<file path="config.mk">
export PLATFORM = sky130hd
export DESIGN_NAME = serial_adder
export DESIGN_NICKNAME = d
export VERILOG_FILES = /design/src/rtl/serial_adder_pkg.sv /design/src/rtl/Full_adder.sv /design/src/rtl/serial_adder.sv
export SDC_FILE = /design/constraint.sdc
export NUM_CORES = 1
export LEC_CHECK = 0
export ABC_AREA = 1
export CAP_MARGIN = 25
export CORE_MARGIN = 3
export CORE_UTILIZATION = 45
export CTS_BUF_LIST = sky130_fd_sc_hd__clkbuf_2
export CTS_CLUSTER_SIZE = 8
export DETAILED_ROUTE_END_ITERATION = 6
export PLACE_DENSITY = 0.69
export SETUP_SLACK_MARGIN = 0.15
export SYNTH_ARGS = -nofsm -noshare
export SYNTH_HDL_FRONTEND = slang
export SYNTH_HIERARCHICAL = 1
export SYNTH_SLANG_ARGS = --single-unit
export TNS_END_PERCENT = 100
</file>
<file path="constraint.sdc">
create_clock -name clk -period 1.8 [get_ports clk]
set_input_delay 0.27 -clock clk [delete_from_list [all_inputs] [get_ports clk]]
set_output_delay 0.27 -clock clk [all_outputs]
set_load 0.03 [all_outputs]
</file>
<file path="src/rtl/serial_adder_pkg.sv">
// Shared definitions for the bit-serial adder.
//   sa_state_e       : FSM state encoding (2'b11 is unused and treated as IDLE)
//   SA_WIDTH_DEFAULT : default operand/result width
package serial_adder_pkg;

  typedef enum logic [1:0] {
    IDLE  = 2'b00,
    SHIFT = 2'b01,
    DONE  = 2'b10
  } sa_state_e;

  localparam int SA_WIDTH_DEFAULT = 8;

endpackage

</file>
<file path="src/rtl/Full_adder.sv">
// One-bit full-adder cell.
//   a, b, cin : addend bits and carry-in
//   sum, cout : sum bit and carry-out
module Full_adder (
  input  logic a,
  input  logic b,
  input  logic cin,
  output logic sum,
  output logic cout
);

  assign sum  = a ^ b ^ cin;
  assign cout = (a & b) | (cin & (a ^ b));

endmodule

</file>
<file path="src/rtl/serial_adder.sv">
// Bit-serial WIDTH-bit adder built around a single one-bit full-adder cell.
// One operand bit pair is added per clock, LSB first, with the carry held in
// a flop between bits.
//   clk, rst_n   : clock, asynchronous active-low reset
//   start        : request, sampled only in IDLE
//   a, b, cin    : operands and carry-in, captured on the accepting edge
//   busy         : high whenever not IDLE
//   done         : one-cycle pulse, result valid from this cycle
//   sum, cout    : registered result, held until the next completion
module serial_adder
  import serial_adder_pkg::*;
#(
  parameter int WIDTH = SA_WIDTH_DEFAULT
) (
  input  logic             clk,
  input  logic             rst_n,
  input  logic             start,
  input  logic [WIDTH-1:0] a,
  input  logic [WIDTH-1:0] b,
  input  logic             cin,
  output logic             busy,
  output logic             done,
  output logic [WIDTH-1:0] sum,
  output logic             cout
);

  localparam int CNT_W = $clog2(WIDTH);
  localparam logic [CNT_W-1:0] CNT_LAST = CNT_W'(WIDTH - 1);

  sa_state_e        state_q, state_d;
  logic [WIDTH-1:0] a_sh_q, a_sh_d;
  logic [WIDTH-1:0] b_sh_q, b_sh_d;
  logic [WIDTH-1:0] acc_q, acc_d;
  logic [WIDTH-1:0] sum_q, sum_d;
  logic [CNT_W-1:0] cnt_q, cnt_d;
  logic             carry_q, carry_d;
  logic             cout_q, cout_d;
  logic             fa_sum, fa_cout;

  Full_adder u_fa (
    .a    (a_sh_q[0]),
    .b    (b_sh_q[0]),
    .cin  (carry_q),
    .sum  (fa_sum),
    .cout (fa_cout)
  );

  always_comb begin
    state_d = state_q;
    a_sh_d  = a_sh_q;
    b_sh_d  = b_sh_q;
    acc_d   = acc_q;
    sum_d   = sum_q;
    cnt_d   = cnt_q;
    carry_d = carry_q;
    cout_d  = cout_q;
    case (state_q)
      SHIFT: begin
        a_sh_d  = a_sh_q >> 1;
        b_sh_d  = b_sh_q >> 1;
        // Sum bits enter at the MSB so after WIDTH shifts bit 0 is the LSB.
        acc_d   = {fa_sum, acc_q[WIDTH-1:1]};
        carry_d = fa_cout;
        cnt_d   = cnt_q + CNT_W'(1);
        if (cnt_q == CNT_LAST) begin
          state_d = DONE;
          sum_d   = {fa_sum, acc_q[WIDTH-1:1]};
          cout_d  = fa_cout;
        end
      end
      DONE: state_d = IDLE;
      // IDLE and the unused encoding both behave as IDLE.
      default: begin
        state_d = IDLE;
        if (start) begin
          state_d = SHIFT;
          a_sh_d  = a;
          b_sh_d  = b;
          carry_d = cin;
          cnt_d   = '0;
          acc_d   = '0;
        end
      end
    endcase
  end

  always_ff @(posedge clk or negedge rst_n) begin
    if (!rst_n) begin
      state_q <= IDLE;
      a_sh_q  <= '0;
      b_sh_q  <= '0;
      acc_q   <= '0;
      sum_q   <= '0;
      cnt_q   <= '0;
      carry_q <= 1'b0;
      cout_q  <= 1'b0;
    end else begin
      state_q <= state_d;
      a_sh_q  <= a_sh_d;
      b_sh_q  <= b_sh_d;
      acc_q   <= acc_d;
      sum_q   <= sum_d;
      cnt_q   <= cnt_d;
      carry_q <= carry_d;
      cout_q  <= cout_d;
    end
  end

  // Decoded from registered state only, so both are glitch-free.
  assign busy = (state_q == SHIFT) || (state_q == DONE);
  assign done = (state_q == DONE);
  assign sum  = sum_q;
  assign cout = cout_q;

endmodule

</file>
==> reports/metrics.yaml, run 1 <==
yosys:
  yosysMostFrequentCell: "nand2_1"
  synth_edf_count: 0
  avgSynthCellArea_um2: 7.77
  yosysWarnings: 6
  synth_top_cell_by_area: "dfrtp_1"
  yosys_most_used_dff: "dfrtp_1"
  synth_area_leaders: "dfrtp_1, nand2_1, nand3_1"
  synth_area_mm2: 0.00186
  yosys_register_bits: 38
  synth_top_area_share_pct: 51.2
  netlist_instances: 239
  async_reset_ff_share_pct: 100
  synth_seq_area_share_pct: 51.2
  synthTopCellsByCount: "nand2_1, dfrtp_1, nand3_1"
  ys_types: 17
  syn_nets: 265
finish:
  syn_to_final_growth_pct: 19.3
  nets: 297
  nFillCells: 395
  drive_gt1_share_pct: 7.72
  antenna_cells: 0
  fin_cells: 320
setup_path:
  cp-end-kind: "primary output"
  critPathKind: "reg -> out"
  r2r_slack_ns: 0.32
  reg2reg_from: "state_q[1]$_DFFE_PN0P_"
  worst_setup_path_start_kind: "flip-flop"
  crit_fanout: 2
  r2r_cells: 6
  cp.arrival_ns: 1.31
  cp_data_required_time_ns: 1.53
  r2r_end: "cout$_DFFE_PN0P_"
floorplan:
  die_x_um: 70.2
  row_count: 22
  initial_utilization_pct: 48.5
  core_mm2: 0.00383
  io_pins: 31
  die-area_mm2: 0.00493
  die_y_um: 70.2
clock_tree:
  root_buffer: "clkbuf_2"
  postCtsSetupRepairBufs: 0
  cts.htree.levels: 2
  tritoncts: "done"
  clockBufferDepth: 2
  cts_made_buffers: 5
  cts.clk_slew.worst_paths_ns: 0.18
  cts_sinks: 38
  insertion_delay_ns: 0.38
timing:
  rsz0062_at_grt: "yes"
  period_share_pct: 88.0
  final_max_slew_viol_count: 0
  worstMarginPinSlew_ns: 0.480
  tns_ns: 0
  clock-skew-final_ns: 0.0151
  fmax_mhz: 631
  slew_headroom_pct: 68.0
  setup_viol: 0
  min_period_ns: 1.58
  hold_viol_final: 0
global_route:
  antenna_found_initial: 0
  grt_max_degree: 39
  grtUsageTotal_pct: 16.4
  grt_pass1_wl_mm: 6.60
  grt_overflow: 0
  grt_pass1_vias: 1523
routing:
  drcViolationCount: 0
  finalWirelength_mm: 3.61
  dr.pass1.iters: 4
  vias: 1547
  post_drt_wl_per_cell_um: 11.3
  drtIter0Drc: 105
  via_per_inst: 4.83
  ant_nets: 0
placed_design:
  dp.cells: 312
  hpwl_mm: 2.47
  io_buffer_count: 30
  gp_congestion: 0.741
power_and_ir_drop:
  p_per_area_mw_per_mm2: 1260
  ir_drop_uv: 781
  leakage_uw: 0.00130
run_status:
  status: "finished, final reports clean"
job:
  maxCapViolations: 0
worst_hold_path:
  hp-class: "in -> async"
routing by layer:
metal | routed length (um) | up-vias | track usage (%)
li1 | - | 805 | -
met1 | 1730 | 703 | 21.2
met2 | 1680 | 30 | 26.6
met3 | 142 | 9 | 3.74
met4 | 63 | 0 | 6.60
met5 | 0 | - | 0
worst max-delay path: stages (launching register included):
cell,delay [ns]
dfrtp_1,0.38
inv_1,0.04
ha_1,0.29
inv_1,0.05
buf_2,0.18
how the worst max path moves through the flow:
stage,from,endpoint
floorplan,state_q[0]$_DFFE_PN0P_,a_sh_q[0]$_DFFE_PN0P_
global placement,state_q[0]$_DFFE_PN0P_,busy
detailed placement,state_q[0]$_DFFE_PN0P_,busy
CTS,state_q[0]$_DFFE_PN0P_,busy
global route,state_q[0]$_DFFE_PN0P_,busy
finish,state_q[0]$_DFFE_PN0P_,busy
power by group:
group          internal (uW)  leakage (uW)  switching, uW
clock                   95.7     0.0000304            272
sequential              1090      0.000490            134
combinational            422      0.000780            763
layout make-up:
| class | instances | area [um^2] | area share (%) |
|---|---|---|---|
| Clock buffer | 6 | 30.0 | 1.36 |
| Clock inverter | 2 | 8.76 | 0.395 |
| Inverter | 13 | 48.8 | 2.20 |
| Multi-Input combinational cell | 177 | 793 | 35.8 |
| Sequential cell | 38 | 951 | 42.9 |
| Tap cell | 48 | 60.1 | 2.71 |
| Timing Repair Buffer | 36 | 324 | 14.6 |
registers in the layout, indices dropped and copies added, names as in the netlist:
signal   flops
acc_q        7
b_sh_q       8
state_q      2
a_sh_q       8
carry_q      1
cout         1
cnt_q        3
sum          8
stage by stage:
stage	setup WS (ns)	total power [uW]	util [%]	area [um^2]	hold WS, ns
CTS	0.0728	2810	57.9	2210	0.294
global placement	0.160	2430	57.3	2190	0.455
global route	0.120	3070	57.9	2220	0.309
detailed placement	0.156	2460	57.3	2190	0.459
floorplan	0.287	2130	-	1860	-0.0256
finish	0.215	2780	57.9	2220	0.287
cells in the final DEF, fill, tap and decap left out, types with 2 or more instances in the layout:
| cell type | count |
|---|---|
| buf_2 | 2 |
| buf_4 | 6 |
| clkbuf_2 | 6 |
| clkdlybuf4s50_1 | 19 |
| dfrtp_1 | 38 |
| dlygate4sd2_1 | 9 |
| ha_1 | 5 |
| inv_1 | 11 |
| inv_2 | 2 |
| nand2_1 | 130 |
| nand2_4 | 2 |
| nand3_1 | 31 |
| nand4_1 | 2 |
| nor2_1 | 2 |
| o21ai_0 | 2 |
timing repair:
item                                   CTS  global route
resized for setup                       17             4
hold buffers                             0             0
endpoints found under the hold margin    0             0
setup endpoints to repair               11            32
kinds of logic (layout without fill, tap and decap cells):
group,Yosys count,in the layout,synth area share [%]
simple gates,168,168,36.9
fa+ha+maj,6,6,4.45
compound gates,3,3,1.01
flops,38,38,51.2
buf+inv,24,57,6.47
Power figures use the tool's default switching activity.
==> inputs of run 2 (changes only) <==
Clock period 1.8 ns to 1.71 ns, I/O delays scaled along.
==> run 2 against run 1 <==
Clock skew increased by 0.010 ns; flip-flop and latch count unchanged; combinational power increased by 11%; largest cell class unchanged; sequential power increased by 6%; sequential share of layout area decreased by 0.92 points; critical path type unchanged.
==> reports/metrics.yaml, run 2 (synthesis gave the netlist of run 1 again) <==
job:
  maxCapViolations: 0  # unchanged
routing:
  dr.pass1.iters: 4  # unchanged
  vias: 1573  # was 1,547
  finalWirelength_mm: 3.72  # was 3.61 mm
  via_per_inst: 4.90  # was 4.83
  drtIter0Drc: 74  # was 105
  drcViolationCount: 0  # unchanged
  post_drt_wl_per_cell_um: 11.6  # was 11.3 um
  ant_nets: 0  # unchanged
timing:
  final.setup.worst_slack_ns: 0.155  # was 0.215 ns
  tns_ns: 0  # unchanged
  clock-skew-final_ns: 0.0252  # was 0.0151 ns
  period_share_pct: 90.9
  min_period_ns: 1.56
  rsz0062_at_grt: "yes"  # unchanged
  final_max_slew_viol_count: 0  # unchanged
  worstMarginPinSlew_ns: 0.297  # was 0.480 ns
  fmax_mhz: 643
  slew_headroom_pct: 80.3  # was 68.0%
  setup_viol: 0  # unchanged
  hold_viol_final: 0  # unchanged
power_and_ir_drop:
  p_per_area_mw_per_mm2: 1330  # was 1260 mW/mm^2
  ir_drop_uv: 813  # was 781 uV
  leakage_uw: 0.00131  # was 0.00130 uW
clock_tree:
  cts_made_buffers: 5  # unchanged
  tritoncts: "done"  # unchanged
  cts.htree.levels: 2  # unchanged
  cts.clk_slew.worst_paths_ns: 0.20  # was 0.18 ns
  insertion_delay_ns: 0.39  # was 0.38 ns
  ctsHoldBuffers: 0  # unchanged
  clockBufferDepth: 2  # unchanged
  cts_sinks: 38  # unchanged
  root_buffer: "clkbuf_2"  # unchanged
worst_hold_path:
  hp-class: "in -> async"  # unchanged
finish:
  mostFrequentLayoutCells: "nand2_1, dfrtp_1, nand3_1"  # unchanged
  drive_gt1_share_pct: 9.89  # was 7.72%
  fin_cells: 321  # was 320
  finish.utilization_pct: 59.2  # was 57.9%
  nFillCells: 371  # was 395
  nets: 298  # was 297
  mostFrequentLayoutCell: "nand2_1"  # unchanged
  syn_to_final_growth_pct: 22.0  # was 19.3%
  antenna_cells: 0  # unchanged
setup_path:
  crit_chain: "ha_4 > inv_2 > buf_6"  # was inv_1 > ha_1 > inv_1 > buf_2
  cpMaxStageDelayCell: "dfrtp_1"  # unchanged
  r2r_end: "a_sh_q[3]$_DFFE_PN0P_"  # was cout$_DFFE_PN0P_
  r2r_slack_ns: 0.24  # was 0.32 ns
  r2r_cells: 6  # unchanged
  cp_data_required_time_ns: 1.45  # was 1.53 ns
  slowest_delay_ns: 0.47  # was 0.38 ns
  critPathTopFamily: "flip-flops"  # unchanged
  worst_setup_path_start_kind: "flip-flop"  # unchanged
  cp-end-kind: "primary output"  # unchanged
  cp.arrival_ns: 1.30  # was 1.31 ns
  worst-path-buf-inv: 2  # was 3
  reg2reg_from: "state_q[1]$_DFFE_PN0P_"  # unchanged
  crit_fanout: 2  # unchanged
  critPathKind: "reg -> out"  # unchanged
placed_design:
  hpwl_mm: 2.48  # was 2.47 mm
  dp.cells: 312  # unchanged
  io_buffer_count: 30  # unchanged
  gp_congestion: 0.763  # was 0.741
  place_ws_ns: 0.126  # was 0.156 ns
floorplan:
  io_pins: 31  # unchanged
  die_y_um: 70.2  # unchanged
  core_mm2: 0.00383  # unchanged
  die_x_um: 70.2  # unchanged
  row_count: 22  # unchanged
  initial_utilization_pct: 48.5  # unchanged
  die-area_mm2: 0.00493  # unchanged
global_route:
  grt_pass1_wl_mm: 6.43  # was 6.60 mm
  grt_max_degree: 39  # unchanged
  grt_pass1_vias: 1476  # was 1,523
  antenna_found_initial: 0  # unchanged
  grt_overflow: 0  # unchanged
  grtUsageTotal_pct: 15.9  # was 16.4%
run_status:
  status: "finished, final reports clean"  # unchanged
-- run 2: worst max path at each step --
stage,start,end,cells after the start
after global placement,state_q[0]$_DFFE_PN0P_,done,3
after CTS,state_q[0]$_DFFE_PN0P_,done,3
after global routing,state_q[1]$_DFFE_PN0P_,busy,3
final,state_q[1]$_DFFE_PN0P_,busy,3
after detailed placement,state_q[0]$_DFFE_PN0P_,done,3
after floorplan,state_q[0]$_DFFE_PN0P_,a_sh_q[0]$_DFFE_PN0P_,8
-- run 2: power breakdown --
part	switching [uW]	internal, uW	total [uW]
combinational	821	497	1320
clock	291	101	392
sequential	146	1150	1300
total	1260	1750	3010
-- run 2: through the flow --
step	hold WS, ns	instance area (um^2)	power, uW
after floorplan	-0.0391	1860	2240
after global placement	0.454	2200	2570
after detailed placement	0.459	2200	2580
after CTS	0.202	2240	2990
after global routing	0.197	2260	3280
final	0.209	2260	3010
-- run 2: metal layers --
layer / share of wire, % / GRT usage [%] / vias up
met3: 4.3 / 3.45 / 7
met1: 47 / 20.9 / 729
met5: 0 / 0 / -
met2: 47 / 25.6 / 29
met4: 1.5 / 5.74 / 0
li1: - / - / 808
-- run 2: repair_timing --
action	4_1_cts	5_1_grt
setup endpoints to repair	32	33
gates resized for setup	14	12
setup buffers	1	0
pin swaps	1	1
-- run 2: area by class of cell --
cell class	count	area, um^2	share of cell area (%)
Sequential cell	38	951	42.0
Multi-Input combinational cell	177	811	35.8
Timing Repair Buffer	37	353	15.6
Tap cell	48	60.1	2.65
Inverter	13	51.3	2.27
Clock buffer	6	30.0	1.33
Clock inverter	2	8.76	0.387
